File: config.mk
export PLATFORM = sky130hd
export DESIGN_NAME = stack_alu_seq_flat
export DESIGN_NICKNAME = d
export VERILOG_FILES = /design/src/rtl/stack_alu_seq_pkg.sv /design/src/rtl/stack_alu_seq_if.sv /design/src/rtl/stack_alu_seq_mul.sv /design/src/rtl/stack_alu_seq.sv /design/src/flat_wrapper.sv
export SDC_FILE = /design/constraint.sdc
export NUM_CORES = 1
export LEC_CHECK = 0
export CAP_MARGIN = 25
export CORE_ASPECT_RATIO = 0.75
export CORE_UTILIZATION = 55
export CTS_CLUSTER_SIZE = 28
export DETAILED_ROUTE_END_ITERATION = 16
export HOLD_SLACK_MARGIN = 0.06
export PLACE_DENSITY = 0.76
export SLEW_MARGIN = 15
export SYNTH_ARGS = -nofsm -noshare
export SYNTH_HDL_FRONTEND = slang
export SYNTH_SLANG_ARGS = --single-unit
File: constraint.sdc
create_clock -name clk -period 4.02 [get_ports clk]
set_input_delay 0.402 -clock clk [delete_from_list [all_inputs] [get_ports clk]]
set_output_delay 0.402 -clock clk [all_outputs]
set_load 0.005 [all_outputs]
File: src/rtl/stack_alu_seq_pkg.sv
// Shared opcode encodings, FSM state encoding and width helpers for the stack ALU.
package stack_alu_seq_pkg;

  localparam logic [3:0] OP_NOP  = 4'b0000;
  localparam logic [3:0] OP_ADD  = 4'b1000;
  localparam logic [3:0] OP_MUL  = 4'b1001;
  localparam logic [3:0] OP_PUSH = 4'b1010;
  localparam logic [3:0] OP_POP  = 4'b1011;
  localparam logic [3:0] OP_SUB  = 4'b1100;
  localparam logic [3:0] OP_DUP  = 4'b1101;
  localparam logic [3:0] OP_SWAP = 4'b1110;
  localparam logic [3:0] OP_CLR  = 4'b1111;

  localparam logic [0:0] ST_IDLE     = 1'b0;
  localparam logic [0:0] ST_MUL_BUSY = 1'b1;

  // Width of an index into an array of 'entries' elements (at least 1 bit).
  function automatic int idx_width(input int entries);
    return (entries > 1) ? $clog2(entries) : 1;
  endfunction

  // Width of a counter that must hold the values 0..entries inclusive.
  function automatic int cnt_width(input int entries);
    return $clog2(entries + 1);
  endfunction

endpackage

File: src/rtl/stack_alu_seq_if.sv
// Operation handshake and result/status bundle between command source and stack ALU.
interface stack_alu_seq_if
  import stack_alu_seq_pkg::*;
#(
  parameter int N     = 4,
  parameter int DEPTH = 8
);
  localparam int DW = cnt_width(DEPTH);

  logic                op_valid;
  logic                op_ready;
  logic [3:0]          opcode;
  logic signed [N-1:0] in_data;
  logic signed [N-1:0] out_data;
  logic                out_valid;
  logic                overflow;
  logic                err;
  logic [DW-1:0]       depth;
  logic                full;
  logic                empty;

  modport master (
    output op_valid, opcode, in_data,
    input  op_ready, out_data, out_valid, overflow, err, depth, full, empty
  );

  modport slave (
    input  op_valid, opcode, in_data,
    output op_ready, out_data, out_valid, overflow, err, depth, full, empty
  );
endinterface

File: src/rtl/stack_alu_seq_mul.sv
// N-cycle signed shift-add multiplier. The last partial product (sign bit of b)
// is subtracted and folded in combinationally, so done_o/prod_o are valid in the
// N-th cycle after start_i and the caller captures them on that edge.
module stack_alu_seq_mul
  import stack_alu_seq_pkg::*;
#(
  parameter int N = 4
) (
  input  logic           clk,
  input  logic           rst,
  input  logic           start_i,
  input  logic [N-1:0]   a_i,
  input  logic [N-1:0]   b_i,
  output logic           done_o,
  output logic [2*N-1:0] prod_o
);
  localparam int CW = cnt_width(N);

  logic [2*N-1:0] acc_q, a_q, acc_d, part;
  logic [N-1:0]   b_q;
  logic [CW-1:0]  cnt_q;
  logic           busy_q;
  logic           last;

  // One partial product per cycle; the sign bit's weight is negative.
  always_comb begin
    last   = busy_q && (cnt_q == CW'(1));
    part   = b_q[0] ? a_q : '0;
    acc_d  = last ? (acc_q - part) : (acc_q + part);
    done_o = last;
    prod_o = acc_d;
  end

  // Operand shift registers, accumulator and bit counter.
  always_ff @(posedge clk or posedge rst) begin
    if (rst) begin
      acc_q  <= '0;
      a_q    <= '0;
      b_q    <= '0;
      cnt_q  <= '0;
      busy_q <= 1'b0;
    end else if (start_i) begin
      acc_q  <= '0;
      a_q    <= {{N{a_i[N-1]}}, a_i};
      b_q    <= b_i;
      cnt_q  <= CW'(N);
      busy_q <= 1'b1;
    end else if (busy_q) begin
      acc_q <= acc_d;
      a_q   <= a_q << 1;
      b_q   <= b_q >> 1;
      cnt_q <= cnt_q - CW'(1);
      if (last) busy_q <= 1'b0;
    end
  end
endmodule

File: src/rtl/stack_alu_seq.sv
// Signed LIFO stack ALU with valid/ready op handshake and a sequential multiplier.
//   state       | meaning
//   ST_IDLE     | op_ready=1, single-cycle ops complete on the accepting edge
//   ST_MUL_BUSY | op_ready=0, waiting for the multiplier's done pulse
module stack_alu_seq
  import stack_alu_seq_pkg::*;
#(
  parameter int N     = 4,
  parameter int DEPTH = 8
) (
  input logic           clk,
  input logic           rst,
  stack_alu_seq_if.slave bus
);
  localparam int DW = cnt_width(DEPTH);
  localparam int AW = idx_width(DEPTH);

  logic [N-1:0]    stack_q [DEPTH];
  logic [DW-1:0]   sp_q, sp_d;
  logic [N-1:0]    out_q, out_d;
  logic            vld_q, vld_d, ov_q, ov_d, err_q, err_d;
  logic [0:0]      state_q, state_d;
  logic [AW-1:0]   idx_p, idx_t, idx_s;
  logic [N-1:0]    top_v, sec_v;
  logic [N:0]      add_x, sub_x, mul_hi;
  logic            fire, has2, full, empty;
  logic            mul_start, mul_done;
  logic [2*N-1:0]  mul_prod;
  logic            wr0_en, wr1_en;
  logic [AW-1:0]   wr0_idx, wr1_idx;
  logic [N-1:0]    wr0_dat, wr1_dat;

  assign idx_p  = AW'(sp_q);
  assign idx_t  = AW'(sp_q - DW'(1));
  assign idx_s  = AW'(sp_q - DW'(2));
  assign top_v  = stack_q[idx_t];
  assign sec_v  = stack_q[idx_s];
  assign add_x  = {sec_v[N-1], sec_v} + {top_v[N-1], top_v};
  assign sub_x  = {sec_v[N-1], sec_v} - {top_v[N-1], top_v};
  assign mul_hi = mul_prod[2*N-1:N-1];
  assign full   = (sp_q == DW'(DEPTH));
  assign empty  = (sp_q == '0);
  assign has2   = (sp_q >= DW'(2));
  assign fire   = bus.op_valid && (state_q == ST_IDLE);

  stack_alu_seq_mul #(.N(N)) u_mul (
    .clk     (clk),
    .rst     (rst),
    .start_i (mul_start),
    .a_i     (sec_v),
    .b_i     (top_v),
    .done_o  (mul_done),
    .prod_o  (mul_prod)
  );

  // Decode the accepted op (or multiplier completion) into next state and stack writes.
  always_comb begin
    sp_d      = sp_q;
    out_d     = out_q;
    vld_d     = 1'b0;
    ov_d      = 1'b0;
    err_d     = 1'b0;
    state_d   = state_q;
    mul_start = 1'b0;
    wr0_en    = 1'b0;
    wr0_idx   = idx_p;
    wr0_dat   = bus.in_data;
    wr1_en    = 1'b0;
    wr1_idx   = idx_s;
    wr1_dat   = top_v;
    if (state_q == ST_MUL_BUSY) begin
      if (mul_done) begin
        wr0_en  = 1'b1;
        wr0_idx = idx_s;
        wr0_dat = mul_prod[N-1:0];
        sp_d    = sp_q - DW'(1);
        out_d   = mul_prod[N-1:0];
        ov_d    = !((&mul_hi) || !(|mul_hi));
        vld_d   = 1'b1;
        state_d = ST_IDLE;
      end
    end else if (fire) begin
      vld_d = 1'b1;
      unique case (bus.opcode)
        OP_ADD, OP_SUB: begin
          if (!has2) err_d = 1'b1;
          else begin
            wr0_en  = 1'b1;
            wr0_idx = idx_s;
            wr0_dat = (bus.opcode == OP_ADD) ? add_x[N-1:0] : sub_x[N-1:0];
            out_d   = wr0_dat;
            ov_d    = (bus.opcode == OP_ADD) ? (add_x[N] != add_x[N-1])
                                             : (sub_x[N] != sub_x[N-1]);
            sp_d    = sp_q - DW'(1);
          end
        end
        OP_MUL: begin
          if (!has2) err_d = 1'b1;
          else begin
            vld_d     = 1'b0;
            mul_start = 1'b1;
            state_d   = ST_MUL_BUSY;
          end
        end
        OP_PUSH: begin
          if (full) err_d = 1'b1;
          else begin
            wr0_en = 1'b1;
            sp_d   = sp_q + DW'(1);
          end
        end
        OP_POP: begin
          if (empty) err_d = 1'b1;
          else begin
            out_d = top_v;
            sp_d  = sp_q - DW'(1);
          end
        end
        OP_DUP: begin
          if (full || empty) err_d = 1'b1;
          else begin
            wr0_en  = 1'b1;
            wr0_dat = top_v;
            sp_d    = sp_q + DW'(1);
          end
        end
        OP_SWAP: begin
          if (!has2) err_d = 1'b1;
          else begin
            wr0_en  = 1'b1;
            wr0_idx = idx_t;
            wr0_dat = sec_v;
            wr1_en  = 1'b1;
          end
        end
        OP_CLR:  sp_d  = '0;
        default: vld_d = 1'b0;
      endcase
    end
  end

  // Stack storage; contents need no reset.
  always_ff @(posedge clk) begin
    if (wr0_en) stack_q[wr0_idx] <= wr0_dat;
    if (wr1_en) stack_q[wr1_idx] <= wr1_dat;
  end

  // Control and status registers.
  always_ff @(posedge clk or posedge rst) begin
    if (rst) begin
      sp_q    <= '0;
      out_q   <= '0;
      vld_q   <= 1'b0;
      ov_q    <= 1'b0;
      err_q   <= 1'b0;
      state_q <= ST_IDLE;
    end else begin
      sp_q    <= sp_d;
      out_q   <= out_d;
      vld_q   <= vld_d;
      ov_q    <= ov_d;
      err_q   <= err_d;
      state_q <= state_d;
    end
  end

  assign bus.op_ready  = (state_q == ST_IDLE);
  assign bus.out_data  = out_q;
  assign bus.out_valid = vld_q;
  assign bus.overflow  = ov_q;
  assign bus.err       = err_q;
  assign bus.depth     = sp_q;
  assign bus.full      = full;
  assign bus.empty     = empty;
endmodule

File: src/flat_wrapper.sv
// flat-port wrapper written by rule: the top's interface ports become plain ports
module stack_alu_seq_flat import stack_alu_seq_pkg::*;
#(
  parameter int N     = 4,
  parameter int DEPTH = 8
)
  (clk, rst, bus_op_valid, bus_opcode, bus_in_data, bus_op_ready, bus_out_data, bus_out_valid, bus_overflow, bus_err, bus_depth, bus_full, bus_empty);
  stack_alu_seq_if #(.N(N), .DEPTH(DEPTH)) bus_i ();
  input logic clk;
  input logic rst;
  input wire logic [$bits(bus_i.op_valid)-1:0] bus_op_valid;
  input wire logic [$bits(bus_i.opcode)-1:0] bus_opcode;
  input wire logic [$bits(bus_i.in_data)-1:0] bus_in_data;
  output wire logic [$bits(bus_i.op_ready)-1:0] bus_op_ready;
  output wire logic [$bits(bus_i.out_data)-1:0] bus_out_data;
  output wire logic [$bits(bus_i.out_valid)-1:0] bus_out_valid;
  output wire logic [$bits(bus_i.overflow)-1:0] bus_overflow;
  output wire logic [$bits(bus_i.err)-1:0] bus_err;
  output wire logic [$bits(bus_i.depth)-1:0] bus_depth;
  output wire logic [$bits(bus_i.full)-1:0] bus_full;
  output wire logic [$bits(bus_i.empty)-1:0] bus_empty;
  assign bus_i.op_valid = bus_op_valid;
  assign bus_i.opcode = bus_opcode;
  assign bus_i.in_data = bus_in_data;
  assign bus_op_ready = bus_i.op_ready;
  assign bus_out_data = bus_i.out_data;
  assign bus_out_valid = bus_i.out_valid;
  assign bus_overflow = bus_i.overflow;
  assign bus_err = bus_i.err;
  assign bus_depth = bus_i.depth;
  assign bus_full = bus_i.full;
  assign bus_empty = bus_i.empty;
  stack_alu_seq #(.N(N), .DEPTH(DEPTH)) u_core (.clk(clk), .rst(rst), .bus(bus_i));
endmodule
**Word level (Yosys, flattened, before mapping)**

Memory sizes are Yosys's and may differ from the RTL's.
Cells that the tools add are included.

- RAM bits: 32
- Memories kept: 1
- Logic and storage cells: 133
- Output and inout bits: 14
- Input port bits: 11
- Register bits after elaboration: 36

- Bitwise operators: 1
- Eq/ne operators: 17
- Multiplexer cells: 75
- Add/subtract/negate cells: 8
- Order comparisons: 1
- Reductions and logical operators: 19

Memory list:

| memory | depth | width | read ports | clocked after Yosys merged registers in | wr ports | RTL line | source |
|---|---|---|---|---|---|---|---|
| u_core.stack_q | 8 | 4 | 2 | 0 | 2 | stack_alu_seq.sv:18 | `logic [N-1:0] stack_q [DEPTH];` |

Operator list:

| operator | count |
|---|---|
| 2-to-1 mux 4 bit | 21 |
| 2-to-1 mux 8 bit | 6 |
| equality test 4 bit (second input constant) | 9 |
| 2-to-1 mux 1 bit | 34 |
| 2-to-1 mux 3 bit | 7 |
| one-hot mux 4 bit (5 select lines) | 1 |
| one-hot mux 4 bit (3 select lines) | 1 |
| AND reduction 5 bit | 2 |
| inequality test 3 x 2 -> 1 bit (second input constant) | 3 |
| adder 8 bit | 1 |
| one-hot mux 4 bit (2 select lines) | 1 |
| subtractor 8 bit | 1 |
| AND reduction 7 bit | 1 |
| OR reduction 7 bit | 1 |
| one-hot mux 3 bit (2 select lines) | 1 |
| nonzero test 6 bit | 1 |
| adder 4 x 4 -> 5 bit | 1 |
| OR reduction 5 bit | 1 |
| subtractor 4 x 4 -> 5 bit | 1 |
| adder 4 x 1 -> 4 bit (second input constant) | 1 |
| >= comparator 4 x 2 -> 1 bit (second input constant) | 1 |
| zero test 4 bit | 1 |
| one-hot mux 1 bit (4 select lines) | 1 |
| nonzero test 2 bit | 2 |
| other kinds (17) | 21 |

**Depth between registers and ports, before layout**

- Depth in word-level cells: 9
- Depth in mapped cells: 18
- Gate-level depth less buffers: 13

**Hierarchy**

From an unflattened synthesis, not the netlist that was laid out.

- Cells, all modules: 557
- Area, all modules: 5,366.4 µm²

By module, submodules not included:

| module | area each (µm²) | times used | cells an instance |
|---|---|---|---|
| stack_alu_seq | 3,757.4 | 1 | 379 |
| stack_alu_seq_mul | 1,609.0 | 1 | 178 |

**Worst setup path before layout**

OpenSTA, ideal clock, no wires.

- Path kind: register to register
- Start: reg u_core.sp_q[1] (netlist: u_core.bus.depth[1])
- End: mem u_core.stack_q[0][1], data pin
- Stages on the path, launching flop included: 17
- Setup slack: -0.098 ns
- Arrival time: 3.840 ns
- Library setup time: 0.278 ns
- Buffers on the path: 3
- Clock period less this slack: 4.118 ns
- Path through: dfrtp_1 -> buf_4 -> inv_1 -> ha_1 -> buf_4 -> mux4_2 -> mux2_2 -> clkbuf_1 -> ha_1 -> inv_1 -> fa_1 -> mux2i_1 -> nor2_1 -> a21oi_2 -> nor3_1 -> o41ai_4 -> mux2i_1

RTL lines:

| element | RTL line | source |
|---|---|---|
| start, declared | stack_alu_seq.sv:19 | `logic [DW-1:0] sp_q, sp_d;` |
| start signal, assigned | stack_alu_seq.sv:158 | `sp_q <= sp_d;` |
| end, declared | stack_alu_seq.sv:18 |  |

==> flow_summary.yaml <==
floorplanning:
  die_area_sq_mm: 0.0102
  die_w_microns: 116
  ios: 25
  rows: 30
  die_h_microns: 87.7
  initial_utilization_pct: 58.0
  core-area_sq_mm: 0.00927
critical_path:
  reg2reg_to: "u_core.stack_q[0][2]$_DFFE_PP_"
  worstPathMaxFanout: 13
  crit_buf_inv: 1
  cp-start-kind: "flip-flop"
  r2r_cells: 11
  crit_slowest_cell: "mux4_2"
  crit_required_ns: 4.10
  timing.rr.start: "u_core.bus.depth[0]$_DFFE_PP0P_"
  cp_cell_sequence: "clkinvlp_4 -> ha_4 -> mux4_2 -> mux2_4 -> ha_1 -> fa_1 -> mux2i_1 -> xnor2_1 -> a211o_1 -> and4_1 -> o22ai_1"
  worstPathArrival_ns: 3.95
  critical_path.top_delay_family: "multiplexers"
  end_kind: "flip-flop"
  cpPeakStageDelay_ns: 0.55
  path_class: "flip-flop to flip-flop"
  r2r_setup_slack_ns: 0.15
global_route:
  grt_max_degree: 26
  track_usage_pct: 30.9
  grt_pass1_wl_microns: 23400
  gr-total-overflow: 0
  grt_pass1_vias: 4391
  antenna_found_initial: 0
logic_synthesis:
  syn_avg_cell_area_sq_um: 9.73
  ys_warn_count: 0
  syn_inst: 553
  seq_area_frac_synth_pct: 34.6
  syn_area_sq_mm: 0.00538
  syn_nets: 594
  ys_ff_latch: 68
  async_flop_share_pct: 52.9
  synth_flop_cell: "dfrtp_1"
  synth-edff-count: 32
  synth_cell_types: 75
detailed_routing:
  route.detailed.drc: 0
  vias: 4720
  wl_microns: 14600
  antenna_left: 0
  top_layer: "met4"
  dr.first_iter.drc_count: 584
  drt_pass1_iterations: 5
  dr_wl_met2_microns: 6140
  via_per_inst: 6.62
  m1WireLength_microns: 6420
  wire_per_inst_microns: 20.5
  wl_met3_microns: 1730
placement:
  dpl.hpwl_microns: 10700
  portBuffers: 24
  dpl.cell_count: 695
  globalplace.congestion: 1.00
  post-place-ws_ns: 0.0370
cells_and_area:
  finalNonFillerCells: 713
  area_growth_pct: 14.3
  final_nets: 621
  n_antenna_cell: 0
  layout-drive-gt1-share_pct: 15.0
min_path:
  whs_endpoint: "u_core.bus.out_data[0]$_DFFE_PP0P_"
  hp-class: "flip-flop to flip-flop"
  min_path_cells: 1
  hold_start: "u_core.bus.out_data[0]$_DFFE_PP0P_"
clock_tree:
  numCtsBuffers: 9
  cts_tree: "built"
  clock_latency_ns: 0.35
  root_buffer: "clkbuf_16"
  cts-hold-fix-buffers: 0
  clockBufferDepth: 2
  clkTransAtPathRegs_ns: 0.06
  clock-sinks: 68
  htreeDepth: 3
power_and_ir_drop:
  p_leak_nw: 2.42
  p_per_area_mw_per_mm2: 963
  peakVddDrop_mv: 0.515
job:
  cap_violations: 0
timing:
  slew_violations: 0
  finalSetupViolations: 0
  tightest_slew_ns: 0.889
  layout_setup_ws_ns: 0.151
  rsz0062_at_grt: "no"
  finalSetupTns_ns: 0
  relSlewSlack_pct: 40.7
  post-route-period-util_pct: 96.2
  whs_ns: 0.498
  max_freq_ghz: 0.258
  hold_viol: 0
  period_minus_slack_ns: 3.87
  skew_ns: 0.0108
run_status:
  status: "finished, final reports clean"
-- where the power goes --
part	switching (mW)	total (mW)	internal (mW)
combinational	2.23	3.95	1.73
sequential	0.189	1.13	0.941
clock	0.348	0.838	0.489
total	2.77	5.92	3.16
-- through the flow --
| step | total power, mW | utilization (%) | instance area (sq um) |
|---|---|---|---|
| finish | 5.92 | 66.3 | 6150 |
| global route | 6.30 | 66.3 | 6150 |
| CTS | 5.74 | 65.9 | 6110 |
| detailed placement | 4.89 | 62.6 | 5800 |
| global placement | 4.76 | 62.6 | 5800 |
| floorplan | 4.03 | - | 5430 |
-- area by class of cell --
class | count | area, sq um
clock inverters | 7 | 80.1
clock buffers | 9 | 225
fillers | 727 | 3120
inverters | 24 | 93.8
repair buffers | 45 | 402
well taps | 128 | 160
flip-flops and latches | 68 | 1860
multi-input cells | 432 | 3330
-- sequential cells by signal, indices dropped and copies added (netlist names) --
| signal | flops |
|---|---|
| u_core.u_mul.cnt_q | 3 |
| u_core.bus.out_valid | 1 |
| u_core.stack_q | 32 |
| u_core.u_mul.a_q | 8 |
| u_core.u_mul.acc_q | 8 |
| u_core.bus.err | 1 |
| u_core.u_mul.busy_q | 1 |
| u_core.bus.out_data | 4 |
| u_core.state_q | 1 |
| u_core.bus.depth | 4 |
| u_core.bus.overflow | 1 |
| u_core.u_mul.b_q | 4 |
-- worst max-delay path by stage --
| stage | cells past startpoint | from | endpoint | slack [ns] |
|---|---|---|---|---|
| final | 11 | u_core.bus.depth[0]$_DFFE_PP0P_ | u_core.stack_q[0][2]$_DFFE_PP_ | 0.15 |
| after global routing | 12 | u_core.bus.depth[0]$_DFFE_PP0P_ | u_core.stack_q[6][3]$_DFFE_PP_ | 0.02 |
| after CTS | 12 | u_core.bus.depth[1]$_DFFE_PP0P_ | u_core.stack_q[2][1]$_DFFE_PP_ | 0.03 |
| after detailed placement | 12 | u_core.bus.depth[0]$_DFFE_PP0P_ | u_core.stack_q[2][1]$_DFFE_PP_ | 0.04 |
| after global placement | 12 | u_core.bus.depth[0]$_DFFE_PP0P_ | u_core.stack_q[1][1]$_DFFE_PP_ | 0.24 |
| after floorplan | 16 | u_core.bus.depth[0]$_DFFE_PP0P_ | u_core.stack_q[0][1]$_DFFE_PP_ | 0.005 |
-- kinds of logic (layout without fill, tap and decap cells) --
kind of cell	count (synthesis)	count (layout)	share of synthesized area [%]
xor+xnor	16	16	3.02
simple gates	190	190	18.3
flops	68	68	34.6
buf+inv	53	85	4.60
mux	52	52	14.1
compound gates	144	144	18.0
fa+ha+maj	30	30	7.40
-- synth_stat cells, drive strengths merged, types with 14 or more instances --
cell / count / area (sq um)
buf: 16 / 109
nand2: 54 / 203
inv: 24 / 90.1
edfxtp: 32 / 961
o21ai: 37 / 185
mux2i: 29 / 303
mux4: 16 / 368
a31oi: 14 / 109
dfrtp: 36 / 901
nor2: 57 / 216
a21oi: 37 / 204
ha: 27 / 338
-- cell usage in the layout, fill, tap and decap left out, drive strengths merged, types with 6 or more instances in the layout --
cell,instances
o21a,6
nand2b,9
nor2,57
nor2b,9
a21oi,37
edfxtp,32
ha,27
mux2i,29
o22ai,10
xnor2,10
clkdlybuf4s50,24
dfrtp,36
nand3,10
a31oi,14
mux2,7
o21ai,37
inv,27
mux4,16
buf,21
clkbuf,9
a211oi,8
nor3,11
o211ai,8
nand2,54
-- layer usage --
layer | up-vias | GRT usage (%)
met5 | - | 0
li1 | 2123 | -
met3 | 46 | 8.17
met4 | 0 | 11.3
met2 | 310 | 43.8
met1 | 2241 | 45.4
-- repair_timing --
item,CTS,global route
resized for setup,0,4
setup endpoints to repair,0,18
setup buffers,0,2
(Power assumes the default switching activity.)
